File: src/rtl/fetch_unit_if.sv
// -----------------------------------------------------------------------------
// fetch_unit_if
//   Instruction-memory read port between the fetch unit and the instruction
//   memory. The memory answers in the same cycle it accepts a request.
//
//   Signals
//     imem_req   : read request; the fetcher drives it
//     imem_addr  : 32-bit word-aligned read address; the fetcher drives it
//     imem_ready : memory accepts the request and returns data this cycle
//     imem_rdata : instruction word, valid when imem_req && imem_ready
//
//   Modports
//     master : fetch side (drives req/addr, samples ready/rdata)
//     slave  : memory side
// -----------------------------------------------------------------------------
interface fetch_unit_if;
    logic        imem_req;
    logic [31:0] imem_addr;
    logic        imem_ready;
    logic [31:0] imem_rdata;

    modport master (
        output imem_req,
        output imem_addr,
        input  imem_ready,
        input  imem_rdata
    );

    modport slave (
        input  imem_req,
        input  imem_addr,
        output imem_ready,
        output imem_rdata
    );
endinterface

File: src/rtl/fetch_unit.sv
// -----------------------------------------------------------------------------
// fetch_unit
//   Instruction fetch stage with an IF/ID output register. The stage fetches
//   sequential words from instruction memory and follows downstream redirects.
//   It freezes on stall and inserts bubbles while memory is not ready.
//
//   Parameters
//     RESET_PC        : PC loaded on reset
//
//   Ports
//     clk             : single clock, rising edge
//     rst             : synchronous, active-high reset
//     stall           : hold IF/ID outputs and PC, no new fetch
//     redirect        : taken branch / jump from downstream (wins over stall)
//     redirect_target : new PC; bits [1:0] are dropped and flagged via misalign
//     imem_bus        : instruction memory read port (master side)
//     instr           : registered instruction word (NOP after reset)
//     pc_out          : PC of instr
//     pc_plus4        : pc_out + 4, used for link writes
//     instr_valid     : instr/pc_out hold a live instruction
//     misalign        : one-cycle pulse after a redirect to a non-word target
//     fetch_count     : number of instructions delivered (wraps mod 2^32)
// -----------------------------------------------------------------------------
module fetch_unit #(
    parameter logic [31:0] RESET_PC = 32'h0000_0000
) (
    input  logic              clk,
    input  logic              rst,
    input  logic              stall,
    input  logic              redirect,
    input  logic [31:0]       redirect_target,
    fetch_unit_if.master      imem_bus,
    output logic [31:0]       instr,
    output logic [31:0]       pc_out,
    output logic [31:0]       pc_plus4,
    output logic              instr_valid,
    output logic              misalign,
    output logic [31:0]       fetch_count
);

    localparam logic [31:0] NOP_INSTR      = 32'h0000_0013;
    localparam logic [29:0] RESET_WORD     = RESET_PC[31:2];
    localparam logic [31:0] RESET_PC_PLUS4 = RESET_PC + 32'd4;

    typedef enum logic [1:0] {
        ST_RESET = 2'd0,
        ST_FETCH = 2'd1,
        ST_HOLD  = 2'd2
    } state_t;

    state_t      r_state;
    state_t      w_state_next;

    // The PC is kept as a word index. Its low two bits are always zero, so
    // they need no storage. Adding 1 to the word index wraps exactly like a
    // 32-bit PC + 4.
    logic [29:0] r_pc_word;
    logic [31:0] r_instr;
    logic [31:0] r_pc_out;
    logic [31:0] r_pc_plus4;
    logic        r_instr_valid;
    logic        r_misalign;
    logic [31:0] r_fetch_count;

    logic        w_req;
    logic        w_accept;
    logic        w_target_misaligned;
    logic [29:0] w_pc_word_inc;

    // -------------------------------------------------------------------------
    // FSM: state register
    // -------------------------------------------------------------------------
    always_ff @(posedge clk) begin
        if (rst) begin
            r_state <= ST_RESET;
        end else begin
            r_state <= w_state_next;
        end
    end

    // -------------------------------------------------------------------------
    // FSM: next state and request generation
    // -------------------------------------------------------------------------
    always_comb begin
        w_state_next = r_state;
        w_req        = 1'b0;
        case (r_state)
            ST_RESET: begin
                w_state_next = ST_FETCH;
            end
            ST_FETCH: begin
                if (stall && !redirect) begin
                    w_state_next = ST_HOLD;
                end
                w_req = !stall && !redirect;
            end
            ST_HOLD: begin
                // Leaving HOLD does not fetch in the same cycle. The first
                // new request goes out from FETCH on the following cycle.
                if (!stall || redirect) begin
                    w_state_next = ST_FETCH;
                end
            end
            default: begin
                w_state_next = ST_RESET;
            end
        endcase
        // A reset cycle never issues a request, whatever state we are in.
        if (rst) begin
            w_req = 1'b0;
        end
    end

    assign w_accept            = w_req && imem_bus.imem_ready;
    assign w_target_misaligned = (redirect_target[1:0] != 2'b00);
    assign w_pc_word_inc       = r_pc_word + 30'd1;

    // -------------------------------------------------------------------------
    // PC, IF/ID register, misalign flag and delivery counter
    // -------------------------------------------------------------------------
    always_ff @(posedge clk) begin
        if (rst) begin
            r_pc_word     <= RESET_WORD;
            r_instr       <= NOP_INSTR;
            r_pc_out      <= RESET_PC;
            r_pc_plus4    <= RESET_PC_PLUS4;
            r_instr_valid <= 1'b0;
            r_misalign    <= 1'b0;
            r_fetch_count <= 32'd0;
        end else begin
            r_misalign <= redirect && w_target_misaligned;
            if (redirect) begin
                // The low target bits are dropped here. The misalign pulse
                // reports that they were not zero.
                r_pc_word     <= redirect_target[31:2];
                r_instr_valid <= 1'b0;
            end else if (stall) begin
                // Freeze everything: PC, IF/ID contents and the counter.
                r_pc_word <= r_pc_word;
            end else if (w_accept) begin
                r_instr       <= imem_bus.imem_rdata;
                r_pc_out      <= {r_pc_word, 2'b00};
                r_pc_plus4    <= {w_pc_word_inc, 2'b00};
                r_instr_valid <= 1'b1;
                r_pc_word     <= w_pc_word_inc;
                r_fetch_count <= r_fetch_count + 32'd1;
            end else begin
                // No word arrived this cycle. The cause can be memory not
                // ready, the RESET state, or the cycle that leaves HOLD.
                // Downstream sees a bubble, and the old instr stays in place.
                r_instr_valid <= 1'b0;
            end
        end
    end

    // -------------------------------------------------------------------------
    // Outputs
    // -------------------------------------------------------------------------
    assign imem_bus.imem_req  = w_req;
    assign imem_bus.imem_addr = {r_pc_word, 2'b00};
    assign instr              = r_instr;
    assign pc_out             = r_pc_out;
    assign pc_plus4           = r_pc_plus4;
    assign instr_valid        = r_instr_valid;
    assign misalign           = r_misalign;
    assign fetch_count        = r_fetch_count;

endmodule

File: src/flat_wrapper.sv
// flat-port wrapper written by rule: the top's interface ports become plain ports
module fetch_unit_flat 
#(
    parameter logic [31:0] RESET_PC = 32'h0000_0000
)
  (clk, rst, stall, redirect, redirect_target, instr, pc_out, pc_plus4, instr_valid, misalign, fetch_count, imem_bus_imem_req, imem_bus_imem_addr, imem_bus_imem_ready, imem_bus_imem_rdata);
  fetch_unit_if imem_bus_i ();
  input  logic clk;
  input  logic rst;
  input  logic stall;
  input  logic redirect;
  input  logic [31:0] redirect_target;
  output logic [31:0] instr;
  output logic [31:0] pc_out;
  output logic [31:0] pc_plus4;
  output logic instr_valid;
  output logic misalign;
  output logic [31:0] fetch_count;
  output wire logic [$bits(imem_bus_i.imem_req)-1:0] imem_bus_imem_req;
  output wire logic [$bits(imem_bus_i.imem_addr)-1:0] imem_bus_imem_addr;
  input wire logic [$bits(imem_bus_i.imem_ready)-1:0] imem_bus_imem_ready;
  input wire logic [$bits(imem_bus_i.imem_rdata)-1:0] imem_bus_imem_rdata;
  assign imem_bus_imem_req = imem_bus_i.imem_req;
  assign imem_bus_imem_addr = imem_bus_i.imem_addr;
  assign imem_bus_i.imem_ready = imem_bus_imem_ready;
  assign imem_bus_i.imem_rdata = imem_bus_imem_rdata;
  fetch_unit #(.RESET_PC(RESET_PC)) u_core (.clk(clk), .rst(rst), .stall(stall), .redirect(redirect), .redirect_target(redirect_target), .imem_bus(imem_bus_i), .instr(instr), .pc_out(pc_out), .pc_plus4(pc_plus4), .instr_valid(instr_valid), .misalign(misalign), .fetch_count(fetch_count));
endmodule
File: config.mk
export PLATFORM = sky130hd
export DESIGN_NAME = fetch_unit_flat
export DESIGN_NICKNAME = d
export VERILOG_FILES = /design/src/rtl/fetch_unit_if.sv /design/src/rtl/fetch_unit.sv /design/src/flat_wrapper.sv
export SDC_FILE = /design/constraint.sdc
export NUM_CORES = 1
export LEC_CHECK = 0
export ABC_CLOCK_PERIOD_IN_PS = 2390
export CAP_MARGIN = 25
export CORE_ASPECT_RATIO = 1.1
export CORE_MARGIN = 2
export CORE_UTILIZATION = 30
export CTS_BUF_LIST = sky130_fd_sc_hd__clkbuf_8
export CTS_CLUSTER_SIZE = 40
export DETAILED_ROUTE_END_ITERATION = 7
export PLACE_DENSITY = 0.7
export SLEW_MARGIN = 15
export SYNTH_ARGS = -nofsm -noshare
export SYNTH_HDL_FRONTEND = slang
export SYNTH_SLANG_ARGS = --single-unit
File: constraint.sdc
create_clock -name clk -period 2.39 [get_ports clk]
set_input_delay 0.717 -clock clk [delete_from_list [all_inputs] [get_ports clk]]
set_output_delay 0.717 -clock clk [all_outputs]
set_load 0.02 [all_outputs]
==> flow_summary.toml, run 1 <==
[cts]
cts_tree = "yes"
clk_pin_slew_ns = 0.09
cts_buffer_depth = 2
cts_buffers = 17
cts.sinks = 158
cts_setup_buffers = 0
cts_root_buffer = "clkbuf_8"
clkLatencyLatePin_ns = 0.47
cts.htree.levels = 4

[setup_path]
arrival_ns = 1.62
rrSetupSlack_ns = 0.16
crit_type = "input pin to output port"
worst-path-buf-inv = 2
required_ns = 1.67
path_max_fanout = 3
start_kind = "input pin"
cpMaxStageDelayCell = "clkdlybuf4s50_1"
slowest_delay_ns = 0.49
cp-end-kind = "output port"
crit_chain = "clkdlybuf4s50_1, nor4b_4, buf_4"
crit_family = "buffers and inverters"

[routing]
drtIter0Drc = 318
routed_wirelength_mm = 21.55
final_antenna_net_count = 0
via_per_inst = 4.777
firstDrtPassIters = 4
drc = 0
wl_per_cell_um = 15.43
vias = 6673

[synthesis]
yosys.area.top_type = "dfxtp_1"
synth_area_mm2 = 0.007014
synth-async-reset-ratio_pct = 0
yosysUniqueCellTypes = 60
syn-instance-count = 847
synth.most_common_cell = "nand2_1"
syn_avg_cell_area_um2 = 8.281
synth_area_leaders = "dfxtp_1 45%, nand2_1 8.9%, xnor2_1 7.9%, a21oi_1 5.5%, nor2_1 4.7%"
synthTopCellsByCount = "166 x nand2_1, 158 x dfxtp_1, 87 x nor2_1"
ys_ff_latch = 158
ys.warnings.count = 0
synth-main-ff-cell = "dfxtp_1"
ys_seq_area_share_pct = 45.09
synth_edf_count = 0
synth_top_area_share_pct = 45.09

[global_routing]
first_global_vias = 6330
grt_pass1_wl_mm = 33.70
antenna_found_initial = 0
grt_util_all_layers_pct = 17.45
grt-ovfl-total = 0
grt_max_degree = 82

[sta]
rsz0062_at_grt = "false"
finalCritPeriodShare_pct = 97.83
hold_viol_final = 0
finalSetupViolations = 0
slew_viol_final = 0
finClkSkew_ns = 0.01061
max_slew.worst_pin.slew_ns = 0.8872
fmax_mhz = 427.7
min_period_ns = 2.338
setup_tns_ns = 0
relSlewSlack_pct = 40.86

[floorplan]
num_rows = 58
dieArea_mm2 = 0.02462
core_mm2 = 0.02293
start_util_pct = 30.59
die_y_um = 164.4
boundaryPins = 232
die_w_um = 149.8

[power]
p_per_area_mw_per_mm2 = 553.8
cellLeakagePower_nw = 3.482
vdd_drop_max_mv = 0.3414

[final_layout]
n_antenna_cell = 0
area_growth_pct = 46.61
fillers = 2265
num-nets-final = 1155
stdcell_count = 1397
finalCoreUtilization_pct = 44.84
layout-drive-gt1-share_pct = 11.30
final_area_mm2 = 0.01028

[placed_design]
placed_cells = 1365
io_buffers = 225
gp_congestion = 0.8060
dp_hpwl_mm = 15.47
place_area_mm2 = 0.009814

[outcome]
status = "completed"

[hold_path]
hp-class = "flip-flop to flip-flop"

[run]
drv_cap = 0
-- cells by family after synthesis --
kind of cell / synth area share, %
simple gates: 26.33
flops: 45.09
compound gates: 11.61
buf+inv: 6.350
xor+xnor: 9.490
mux: 0.5708
fa+ha+maj: 0.4994
other cells: 0.05346
-- flip-flops by register name, indices dropped and copies added (netlist names) --
name,count
u_core.fetch_count,32
u_core.instr,32
u_core.instr_valid,1
u_core.misalign,1
u_core.pc_out,30
u_core.pc_plus4,30
u_core.r_pc_word,30
u_core.r_state,2
-- per-layer routing --
metal  track usage (%)  wire, um
met1             21.81      9474
met2             28.63     10260
met3             5.497      1512
met4             5.660       307
met5                 0         0
-- cells in the final DEF, fill, tap and decap left out, drive strengths merged, types with 6 or more instances in the layout --
cell	netlist	layout
clkdlybuf4s50	0	214
nand2	167	167
dfxtp	158	158
nor2	87	87
a21oi	77	77
buf	33	64
xnor2	63	63
a211oi	34	34
nor3	26	26
nor4	24	24
nand3	22	22
clkbuf	40	20
nand4	17	17
xor2	13	13
o21ai	13	13
and3	11	11
inv	9	11
and4	8	8
conb	1	6
dlygate4sd2	0	6
-- power by group --
group / internal [mW] / switching (mW)
registers: 2.69 / 0.0612
clock network: 1.23 / 1.10
logic: 0.308 / 0.306
-- cell type report --
class	instances	area (um^2)	share of cell area, %
multi-input cells	611	3456	33.61
well taps	300	375.4	3.650
clock buffers	20	275.3	2.677
flip-flops and latches	158	3169	30.82
clock inverters	12	182.7	1.776
repair buffers	287	2791	27.14
inverters	9	33.78	0.3285
-- timing repair --
item | CTS | global route
pin swaps | 1 | 0
resized for setup | 16 | 5
endpoints found under the setup margin | 11 | 34
hold buffers | 0 | 0
-- path summary, 6_finish.rpt --
path                                                  startpoint                                 to  depth (start not counted)
worst min-delay path              u_core.pc_out[21]$_SDFFE_PP0P_     u_core.pc_out[21]$_SDFFE_PP0P_                          2
worst max-delay path                                       stall                  imem_bus_imem_req                          3
worst min register to register    u_core.pc_out[21]$_SDFFE_PP0P_     u_core.pc_out[21]$_SDFFE_PP0P_                          2
worst max register to register  u_core.r_pc_word[0]$_SDFFE_PP0P_  u_core.r_pc_word[26]$_SDFFE_PP0P_                          6
-- worst register-to-register path, cell delays in order, from the launching register on --
cell	delay, ns
dfxtp_1	0.34
ha_1	0.19
nand3_2	0.11
or4_4	0.62
or4_4	0.56
xor2_1	0.17
o22ai_2	0.09
-- through the flow --
stage          worst slack [ns]  hold slack, ns  total power, mW
6_report                0.05192          0.4565            5.695
5_1_grt                0.002740          0.4727            5.922
4_1_cts                 0.01649          0.4575            5.770
3_5_place_dp            -0.6150          0.4455            3.430
3_3_place_gp            -0.6144          0.4409            3.425
2_1_floorplan           0.05565          0.5296            3.111
Note: power is estimated with default switching activity, not from simulation.
==> run 2: changes to the inputs <==
RECOVER_POWER = 25   (was default)
==> flow_summary.toml, run 2 (same netlist as run 1, synthesis figures left out) <==
[power]
vdd_drop_max_mv = 0.3401
cellLeakagePower_nw = 3.515
p_seq_share_pct = 48.3
p_per_area_mw_per_mm2 = 556.5
p_sw_mw = 1.470
p_sw_share_pct = 25.85
p_comb_share_pct = 10.6
clock_power_share_pct = 41.0
internal_power_mw = 4.216
p_total_mw = 5.686

[global_routing]
grt_max_degree = 82
grt_pass1_wl_mm = 33.70
use_met3_pct = 5.497
use_met1_pct = 21.81
antenna_found_initial = 0
grt_util_all_layers_pct = 17.45
grt-ovfl-total = 0
first_global_vias = 6330
grt.busiest_layer = "met2"
grt_util_met2_pct = 28.63

[sta]
rsz0062_at_grt = "false"
relSlewSlack_pct = 40.48
finalSetupViolations = 0
fmax_mhz = 427.4
finalCritPeriodShare_pct = 97.89
hold_viol_final = 0
min_period_ns = 2.340
finClkSkew_ns = 0.01087
max_slew.worst_pin.slew_ns = 0.8927
slew_viol_final = 0

[cts]
cts_buffer_depth = 2
cts_buffers = 17
cts.htree.levels = 4
cts.sinks = 158
cts_tree = "yes"
clkLatencyLatePin_ns = 0.47
clk_pin_slew_ns = 0.08
cts_root_buffer = "clkbuf_8"
cts_setup_buffers = 0

[setup_path]
ff2ff_path_depth = 6
reg2reg_to = "u_core.r_pc_word[26]$_SDFFE_PP0P_"
required_ns = 1.67
r2r-start = "u_core.r_pc_word[1]$_SDFFE_PP0P_"
arrival_ns = 1.62
path_max_fanout = 3
cp-end-kind = "output port"
crit_path_end = "imem_bus_imem_req"
rrSetupSlack_ns = 0.15
start_kind = "input pin"
crit_start = "stall"
crit_type = "input pin to output port"

[floorplan]
boundaryPins = 232
die_w_um = 149.8
die_y_um = 164.4
start_util_pct = 30.59
num_rows = 58
core_mm2 = 0.02293
dieArea_mm2 = 0.02462

[hold_path]
hp-class = "flip-flop to flip-flop"

[routing]
firstDrtPassIters = 4
wl_per_cell_um = 15.45
vias = 6652
drtIter0Drc = 308
drc = 0
via_per_inst = 4.762
routed_wirelength_mm = 21.58
final_antenna_net_count = 0

[final_layout]
finalCoreUtilization_pct = 44.55
n_antenna_cell = 0
final_cell_mix = "182 x clkdlybuf4s50_1, 165 x nand2_1, 153 x dfxtp_1"
layout-drive-gt1-share_pct = 10.67
num-nets-final = 1155
final_common_cell = "clkdlybuf4s50_1"
final_area_mm2 = 0.01022
area_growth_pct = 45.67

[run]
drv_cap = 0

[placed_design]
io_buffers = 225
gp_congestion = 0.8060
place_area_mm2 = 0.009814
dp_hpwl_mm = 15.47

[outcome]
status = "completed"
[run 2: cell types whose count changed in the layout (fill, tap and decap cells not counted), sizes merged]
cell	before	now
buf	64	55
clkbuf	20	32
clkdlybuf4s50	214	182
dlygate4sd3	0	32
dlymetal6s2s	3	0
[run 2: worst min path at each step]
stage / to / start / depth (start not counted)
final: u_core.pc_out[26]$_SDFFE_PP0P_ / u_core.pc_out[26]$_SDFFE_PP0P_ / 2
after global routing: u_core.pc_out[24]$_SDFFE_PP0P_ / u_core.pc_out[24]$_SDFFE_PP0P_ / 2
after CTS: u_core.instr[20]$_SDFFE_PP0P_ / u_core.instr[20]$_SDFFE_PP0P_ / 2
after detailed placement: u_core.instr[20]$_SDFFE_PP0P_ / u_core.instr[20]$_SDFFE_PP0P_ / 2
after global placement: u_core.instr[30]$_SDFFE_PP0P_ / u_core.instr[30]$_SDFFE_PP0P_ / 2
after floorplan: u_core.instr_valid$_SDFFE_PP0N_ / u_core.instr_valid$_SDFFE_PP0N_ / 2
[run 2: power by group through the flow]
stage / registers, mW / logic [mW] / clock network [mW]
2_1_floorplan: 2.86 / 0.256 / 0
3_3_place_gp: 2.81 / 0.617 / 0
6_report: 2.75 / 0.605 / 2.33
3_5_place_dp: 2.81 / 0.622 / 0
4_1_cts: 2.75 / 0.620 / 2.40
5_1_grt: 2.76 / 0.653 / 2.50
[run 2: layout make-up]
class | count | area [um^2]
Multi-Input combinational cell | 611 | 3446
Inverter | 9 | 33.78
Tap cell | 300 | 375.4
Sequential cell | 158 | 3169
Timing Repair Buffer | 287 | 2735
Clock buffer | 20 | 275.3
Fill cell | 2280 | 12710
Clock inverter | 12 | 182.7
[run 2: critical path: stages]
cell,delay [ns]
clkdlybuf4s50_1,0.49
nor4b_4,0.23
buf_4,0.18
[run 2: repair_timing]
item	4_1_cts	5_1_grt
endpoints found under the setup margin	11	34
hold buffers	0	0
gates resized for setup	16	5
pin swaps	1	0
[run 2: per-stage QoR]
stage               instances  hold slack, ns  TNS, ns  setup slack, ns
floorplan                 852          0.5296        0          0.05565
global placement         1365          0.4409   -40.30          -0.6144
detailed placement       1365          0.4455   -45.82          -0.6150
global route             1397          0.4695        0         0.002614
finish                   1397          0.4537        0          0.05032
CTS                      1397          0.4575        0          0.01649
[run 2: layer usage]
metal  routed length, um  part of all wire [%]
met1                9438                    44
met2               10220                    47
met3                1631                   7.6
met4                 296                   1.4
met5                   0                     0
